## src/rtl/wb_reg_bank_pkg.sv

```systemverilog
// wb_reg_bank_pkg: shared widths and encodings for the operand path.
//   - DATA_BUS / REG_IDX_BUS       : datapath and register-index widths
//   - ALU_A_OP_*                   : ALU operand-A source selects
//   - WB_DEST_OP_*                 : write-back destination encodings (6-7 reserved)
//   - wb_we_t                      : decoded one-hot write enables
//   - SP_RESET_DEFAULT             : stack pointer value after reset
package wb_reg_bank_pkg;

  localparam int unsigned DATA_BUS       = 16;
  localparam int unsigned REG_IDX_BUS    = 3;
  localparam int unsigned ALU_A_OP_BUS   = 3;
  localparam int unsigned WB_DEST_OP_BUS = 3;

  localparam logic [ALU_A_OP_BUS-1:0] ALU_A_OP_REGA = 3'd0;
  localparam logic [ALU_A_OP_BUS-1:0] ALU_A_OP_T    = 3'd1;
  localparam logic [ALU_A_OP_BUS-1:0] ALU_A_OP_SP   = 3'd2;
  localparam logic [ALU_A_OP_BUS-1:0] ALU_A_OP_IH   = 3'd3;
  localparam logic [ALU_A_OP_BUS-1:0] ALU_A_OP_RA   = 3'd4;
  localparam logic [ALU_A_OP_BUS-1:0] ALU_A_OP_PC   = 3'd5;

  localparam logic [WB_DEST_OP_BUS-1:0] WB_DEST_OP_NONE = 3'd0;
  localparam logic [WB_DEST_OP_BUS-1:0] WB_DEST_OP_REG  = 3'd1;
  localparam logic [WB_DEST_OP_BUS-1:0] WB_DEST_OP_T    = 3'd2;
  localparam logic [WB_DEST_OP_BUS-1:0] WB_DEST_OP_SP   = 3'd3;
  localparam logic [WB_DEST_OP_BUS-1:0] WB_DEST_OP_IH   = 3'd4;
  localparam logic [WB_DEST_OP_BUS-1:0] WB_DEST_OP_RA   = 3'd5;

  localparam logic [DATA_BUS-1:0] SP_RESET_DEFAULT = 16'hBF00;

  typedef struct packed {
    logic reg_we;
    logic t_we;
    logic sp_we;
    logic ih_we;
    logic ra_we;
  } wb_we_t;

  // Ops 6 and 7 are reserved.
  function automatic logic is_reserved_op(input logic [WB_DEST_OP_BUS-1:0] op);
    return op > WB_DEST_OP_RA;
  endfunction

endpackage

```

## src/rtl/wb_reg_bank_dest_decode.sv

```systemverilog
// wb_dest_decode: combinational write-back destination decoder.
// Ports:
//   wb_en, wb_stall, wb_dest_op : write-back control from MEM/WB
//   we                          : one-hot write enables (all zero unless committing)
//   commit_done                 : a real destination is written this cycle
//   err                         : reserved op presented with wb_en=1
module wb_dest_decode
  import wb_reg_bank_pkg::*;
(
  input  logic                      wb_en,
  input  logic                      wb_stall,
  input  logic [WB_DEST_OP_BUS-1:0] wb_dest_op,
  output wb_we_t                    we,
  output logic                      commit_done,
  output logic                      err
);

  logic w_go;

  assign w_go = wb_en & ~wb_stall;

  always_comb begin
    we          = '0;
    commit_done = 1'b0;
    err         = 1'b0;
    case (wb_dest_op)
      WB_DEST_OP_NONE: ;
      WB_DEST_OP_REG:  we.reg_we = w_go;
      WB_DEST_OP_T:    we.t_we   = w_go;
      WB_DEST_OP_SP:   we.sp_we  = w_go;
      WB_DEST_OP_IH:   we.ih_we  = w_go;
      WB_DEST_OP_RA:   we.ra_we  = w_go;
      default: ;
    endcase
    commit_done = |we;
    // Error flags the arrival of a reserved op, independent of the stall.
    err = wb_en & is_reserved_op(wb_dest_op);
  end

endmodule

```

## src/rtl/wb_reg_bank.sv

```systemverilog
// wb_reg_bank: write-back register bank (R0-R7, T, SP, IH, RA).
// Optional macro: WB_REG_BYPASS_EN forwards a committing write to the
// matching read output in the same cycle.
// Ports:
//   clk, rst                 : clock, asynchronous active-high reset
//   wb_en, wb_stall          : write-back valid / pipeline hold
//   wb_dest_op, wb_reg_idx   : destination select and general-register index
//   wb_data                  : write value
//   rx_idx, ry_idx           : read indices for REGA / REGB
//   data_REGA .. data_RA     : read data
//   wb_done                  : one-cycle pulse after a committed write
//   wb_err                   : sticky reserved-op flag
module wb_reg_bank
  import wb_reg_bank_pkg::*;
#(
  parameter int unsigned          DATA_W   = DATA_BUS,
  parameter int unsigned          REG_NUM  = 8,
  parameter int unsigned          IDX_W    = $clog2(REG_NUM),
  parameter logic [DATA_W-1:0]    SP_RESET = SP_RESET_DEFAULT
) (
  input  logic                      clk,
  input  logic                      rst,
  input  logic                      wb_en,
  input  logic                      wb_stall,
  input  logic [WB_DEST_OP_BUS-1:0] wb_dest_op,
  input  logic [IDX_W-1:0]          wb_reg_idx,
  input  logic [DATA_W-1:0]         wb_data,
  input  logic [IDX_W-1:0]          rx_idx,
  input  logic [IDX_W-1:0]          ry_idx,
  output logic [DATA_W-1:0]         data_REGA,
  output logic [DATA_W-1:0]         data_REGB,
  output logic [DATA_W-1:0]         data_T,
  output logic [DATA_W-1:0]         data_SP,
  output logic [DATA_W-1:0]         data_IH,
  output logic [DATA_W-1:0]         data_RA,
  output logic                      wb_done,
  output logic                      wb_err
);

  wb_we_t            w_we;
  logic              w_commit_done;
  logic              w_err;

  logic [DATA_W-1:0] r_gpr [REG_NUM];
  logic [DATA_W-1:0] r_t;
  logic [DATA_W-1:0] r_sp;
  logic [DATA_W-1:0] r_ih;
  logic [DATA_W-1:0] r_ra;
  logic              r_done;
  logic              r_err;

  wb_dest_decode u_dest_decode (
    .wb_en       (wb_en),
    .wb_stall    (wb_stall),
    .wb_dest_op  (wb_dest_op),
    .we          (w_we),
    .commit_done (w_commit_done),
    .err         (w_err)
  );

  always_ff @(posedge clk or posedge rst) begin
    if (rst) begin
      for (int i = 0; i < int'(REG_NUM); i++) begin
        r_gpr[i] <= '0;
      end
    end else if (w_we.reg_we) begin
      r_gpr[wb_reg_idx] <= wb_data;
    end
  end

  always_ff @(posedge clk or posedge rst) begin
    if (rst) begin
      r_t    <= '0;
      r_sp   <= SP_RESET;
      r_ih   <= '0;
      r_ra   <= '0;
      r_done <= 1'b0;
      r_err  <= 1'b0;
    end else begin
      if (w_we.t_we)  r_t  <= wb_data;
      if (w_we.sp_we) r_sp <= wb_data;
      if (w_we.ih_we) r_ih <= wb_data;
      if (w_we.ra_we) r_ra <= wb_data;
      r_done <= w_commit_done;
      r_err  <= r_err | w_err;
    end
  end

`ifdef WB_REG_BYPASS_EN
  // Write enables already carry the full commit condition.
  always_comb begin
    data_REGA = (w_we.reg_we && (wb_reg_idx == rx_idx)) ? wb_data : r_gpr[rx_idx];
    data_REGB = (w_we.reg_we && (wb_reg_idx == ry_idx)) ? wb_data : r_gpr[ry_idx];
    data_T    = w_we.t_we  ? wb_data : r_t;
    data_SP   = w_we.sp_we ? wb_data : r_sp;
    data_IH   = w_we.ih_we ? wb_data : r_ih;
    data_RA   = w_we.ra_we ? wb_data : r_ra;
  end
`else
  always_comb begin
    data_REGA = r_gpr[rx_idx];
    data_REGB = r_gpr[ry_idx];
    data_T    = r_t;
    data_SP   = r_sp;
    data_IH   = r_ih;
    data_RA   = r_ra;
  end
`endif

  assign wb_done = r_done;
  assign wb_err  = r_err;

endmodule
```

## config.mk

```make
export PLATFORM = sky130hd
export DESIGN_NAME = wb_reg_bank
export DESIGN_NICKNAME = d
export VERILOG_FILES = /design/src/rtl/wb_reg_bank_pkg.sv /design/src/rtl/wb_reg_bank_dest_decode.sv /design/src/rtl/wb_reg_bank.sv
export SDC_FILE = /design/constraint.sdc
export NUM_CORES = 1
export LEC_CHECK = 0
export BUFFER_PORTS_ARGS = -buffer_cell sky130_fd_sc_hd__buf_2
export CORE_AREA = 2 2 155 127
export DETAILED_ROUTE_END_ITERATION = 6
export DIE_AREA = 0 0 157 129
export PLACE_DENSITY_LB_ADDON = 0.15
export REMOVE_ABC_BUFFERS = 1
export SYNTH_ARGS = -nofsm -noshare
export SYNTH_HDL_FRONTEND = slang
export SYNTH_HIERARCHICAL = 1
export SYNTH_SLANG_ARGS = --single-unit
```

## constraint.sdc

```tcl
create_clock -name clk -period 6.69 [get_ports clk]
set_input_delay 1.338 -clock clk [delete_from_list [all_inputs] [get_ports clk]]
set_output_delay 1.338 -clock clk [all_outputs]
set_load 0.01 [all_outputs]
```

Word-level counts from Yosys, hierarchy flattened
Cells that the tools add are included.
{ "totals": {"out_inout_bits": 98, "reg_bits": 194, "inputBits": 32} }
{ "classes": {"reduce_logical": 2, "n_mux": 14, "n_eq_ne": 5, "bitwise_logic": 7, "order_cmp": 5} }
{ "op_table": {"columns": ["cell", "n"], "rows": [
  ["128-bit bitwise mux", 1],
  ["16-bit binary-select mux with 3-bit select", 2],
  ["16-bit 2-to-1 mux", 5],
  ["16-bit demux with 3-bit select", 1],
  ["4-bit greater-or-equal comparator, second input constant", 3],
  ["3-bit NOT with 4-bit output", 3],
  ["3-bit by 2-bit equality test with 1-bit output, second input constant", 2],
  ["3-bit equality test, second input constant", 2],
  ["1-bit 2-to-1 mux", 5],
  ["5-bit OR reduction", 1],
  ["4-bit by 1-bit less-than comparator with 1-bit output, second input constant", 1],
  ["3-bit by 1-bit equality test with 1-bit output, second input constant", 1],
  ["3-bit greater-than comparator, second input constant", 1],
  ["1-bit bitwise AND", 2],
  ["1-bit logical AND", 1],
  ["1-bit NOT", 1],
  ["1-bit OR", 1]
]} }

Longest topological paths before layout
{ "depth": {"ltp_word": 6, "depth_mapped": 7, "depth_no_buf": 4} }

Cells and area by module
Netlist, hierarchy kept.
{ "by_module_without_submodules": {"columns": ["module", "seq_area_each_um2", "area_each_um2", "instances", "cells_each"], "rows": [
  ["wb_reg_bank", 4863.4, 9486.6, 1, 549],
  ["wb_dest_decode", 0.0, 88.8, 1, 10]
]} }

Least setup slack after synthesis
OpenSTA, ideal clock, no wires.
{ "synth_timing": {"path_type": "input port to output port", "start": "in rx_idx[0]", "end": "out data_REGA[1]", "required_time_ns": 5.352, "cell_stages": 4, "t_arrival_ns": 2.410, "slack_ns": 2.942, "cell_sequence": "buf_6 buf_6 mux4_1 mux2_2"} }
{ "synth_between": {"elab_chain_cells": 4} }
{ "synth_rtl": {"columns": ["element", "line_no", "source"], "rows": [
  ["from (decl)", "wb_reg_bank.sv:28", "input logic [IDX_W-1:0] rx_idx,"],
  ["3-bit NOT with 4-bit output (not written as such)", "wb_reg_bank.sv:101", "data_REGA = r_gpr[rx_idx];"],
  ["16-bit binary-select mux with 3-bit select", "wb_reg_bank.sv:101", null],
  ["16-bit 2-to-1 mux (not written as such) (2 in series)", "wb_reg_bank.sv:101", null],
  ["to (decl)", "wb_reg_bank.sv:30", "output logic [DATA_W-1:0] data_REGA,"]
]} }
Every way passes these cells. The select of a mux whose other input is x is not followed.

Final worst setup path
Ends and elaborated chain as after synthesis.

==> flow_metrics.tcl <==
set metrics [dict create \
    start_util_pct 51.4 \
    post_cts_buffers 0 \
    multi_input_area_sq_mm 0.00444 \
    routedWlPerCell_um 23.1 \
    clock-sinks 194 \
    die_h_um 129 \
    cts_made_buffers 17 \
    synth_edf_count 0 \
    hold_viol_final 0 \
    min_period_over_period_pct 68.8 \
    drt.antenna.violating_nets 0 \
    power_mw 2.98 \
    final_core_util_pct 58.8 \
    period_minus_slack_ns 4.60 \
    status "finished, final reports clean" \
    power_density_mw_per_mm2 272 \
    dp_hpwl_mm 13.1 \
    peakVddDrop_uv 150 \
    critPathMostFrequentCell "buf_2" \
    seq_area_sq_mm 0.00486 \
    crit_chain "buf_2 -> mux4_1 -> mux2_2 -> buf_2" \
    synthFlopType "dfrtp_1" \
    fin_nets 690 \
    switching_share_pct 25.5 \
    gp_congestion 0.755 \
    ff2ff_setup_slack_ns 5.87 \
    design_area_sq_mm 0.0110 \
    cp.buffers_inverters 2 \
    hold_depth 1 \
    synthArstFlopShare_pct 100 \
    path_depth 4 \
    area_growth_pct 14.4 \
    drive_gt1_share_pct 63.2 \
    clk_latency_ns 0.43 \
    n_fill_cell 1403 \
    yosysSeqAreaShare_pct 50.8 \
    p_clk_share_pct 35.4 \
    n_antenna_cell 0 \
    synth_top_area_cell "dfrtp_1" \
    grt_pass1_wl_mm 33.4 \
    dr.pass1.iters 4 \
    drc 0 \
    startpoint_type "primary input" \
    first_global_vias 5746 \
    place_inst 897 \
    slowest_delay_ns 0.77 \
    syn_area_sq_mm 0.00958 \
    stdcell_count 929 \
    placementRows 45 \
    dieArea_sq_mm 0.0203 \
    drv_slew 0 \
    path_clk_slew_ns 0.07 \
    routed-via-count 5462 \
    grt_max_degree 144 \
    setup_viol 0 \
    p_sw_mw 0.761 \
    skew_ns 0 \
    routed_wirelength_mm 21.4 \
    cap_violations 0 \
    io_pins 130 \
    port_buffers 129 \
    post-place-ws_ns 2.08 \
    critPathSlowestCell "buf_2" \
    die_w_um 157 \
    yosysUniqueCellTypes 25 \
    slew_headroom_pct 29.5 \
    yosysWarnings 6 \
    crit_family "multiplexers" \
    setup_slack_ns 2.09 \
    ys_top_cells_by_count "mux2_2, dfrtp_1, mux4_1" \
    reg2reg_to "r_gpr[52]$_DFFE_PP0P_" \
    clock_path_buffers 2 \
    worstPathRequired_ns 5.35 \
    rsz0062_at_grt "no" \
    antenna_found_initial 0 \
    viasPerCell 5.88 \
    cts-root-buf "clkbuf_16" \
    dr.first_iter.drc_count 286 \
    syn_avg_cell_area_sq_um 17.1 \
    coreArea_sq_mm 0.0186 \
    pwr-share-comb_pct 17.0 \
    synthTopCellsByArea "dfrtp_1, mux2_2, mux4_1" \
    syn_inst 559 \
    h-tree-depth 4 \
    placed_area_sq_mm 0.0103 \
    synth.ff_latch_count 194 \
    worstSetupPathType "primary input to primary output" \
    worst_slew_pin_slew_ns 1.06 \
    grt_use_total_pct 22.5 \
    power.leakage_nw 5.48 \
    pwr-share-seq_pct 47.6 \
    endpoint_kind "primary output" \
    r2r_cells 1 \
    critPathMaxFanout 32 \
    cp-endpoint "data_REGA[1]" \
    hold_buffers 0 \
    cts_resized 0 \
    cts_tree "done" \
    yosysMostFrequentCell "mux2_2" \
    final.setup.tns_ns 0 \
    r2r-start "r_gpr[52]$_DFFE_PP0P_" \
    hold_slack_ns 0.485 \
    cp-startpoint "rx_idx[0]" \
    max_freq_mhz 217 \
    grt_remaining_overflow 0 \
    yosysTopAreaCellShare_pct 48.9 \
    hold_path.class "flip-flop to flip-flop" \
    p_int_mw 2.22 \
    worstPathArrival_ns 3.26 \
]
routing by layer:
metal	track usage [%]	share of wire [%]
met4	6.21	0.68
met3	4.55	5.2
met1	32.3	47
met5	0	0
met2	35.4	47
layout by cell type (no fill, tap or decap), drive strengths merged, types with 5 or more instances in the layout:
master,netlist,final
clkbuf,24,20
mux4,64,64
mux2,224,224
dfstp,7,7
clkinv,0,5
dfrtp,187,187
buf,33,137
worst min-delay path by stage:
stage                      startpoint                     end  slack [ns]
3_5_place_dp         wb_err$_DFF_PP0_        wb_err$_DFF_PP0_        0.47
4_1_cts              wb_err$_DFF_PP0_        wb_err$_DFF_PP0_        0.49
6_report             wb_err$_DFF_PP0_        wb_err$_DFF_PP0_        0.49
5_1_grt        data_SP[5]$_DFFE_PP0P_  data_SP[5]$_DFFE_PP0P_        0.52
2_1_floorplan   r_gpr[66]$_DFFE_PP0P_   r_gpr[66]$_DFFE_PP0P_        0.48
3_3_place_gp         wb_err$_DFF_PP0_        wb_err$_DFF_PP0_        0.45
flip-flops by register name, summed over array words and instances (netlist names):
register / count
r_gpr: 128
data_IH: 16
wb_err: 1
data_T: 16
wb_done: 1
data_SP: 16
data_RA: 16
final cells by class:
class / instances / area share, %
clock buffer: 20 / 4.17
timing repair buffer: 137 / 6.44
clock inverter: 12 / 1.42
tap: 258 / 2.95
sequential: 194 / 44.4
inverter: 1 / 0.103
multi-input combinational: 307 / 40.5
power by group through the flow:
stage	Combinational (mW)	Clock [mW]	Sequential, mW
final	0.507	1.06	1.42
after global routing	0.550	1.13	1.44
after detailed placement	0.513	0	1.44
after floorplan	0.260	0	1.47
after global placement	0.499	0	1.43
after CTS	0.515	1.08	1.42
kinds of logic (layout without fill, tap and decap cells):
group	Yosys count	in the layout	synth area share, %
compound gates	1	1	0.0784
mux	288	288	43.6
buf+inv	58	170	3.44
simple gates	18	18	2.10
flops	194	194	50.8
Note: power is estimated with default switching activity, not from simulation.
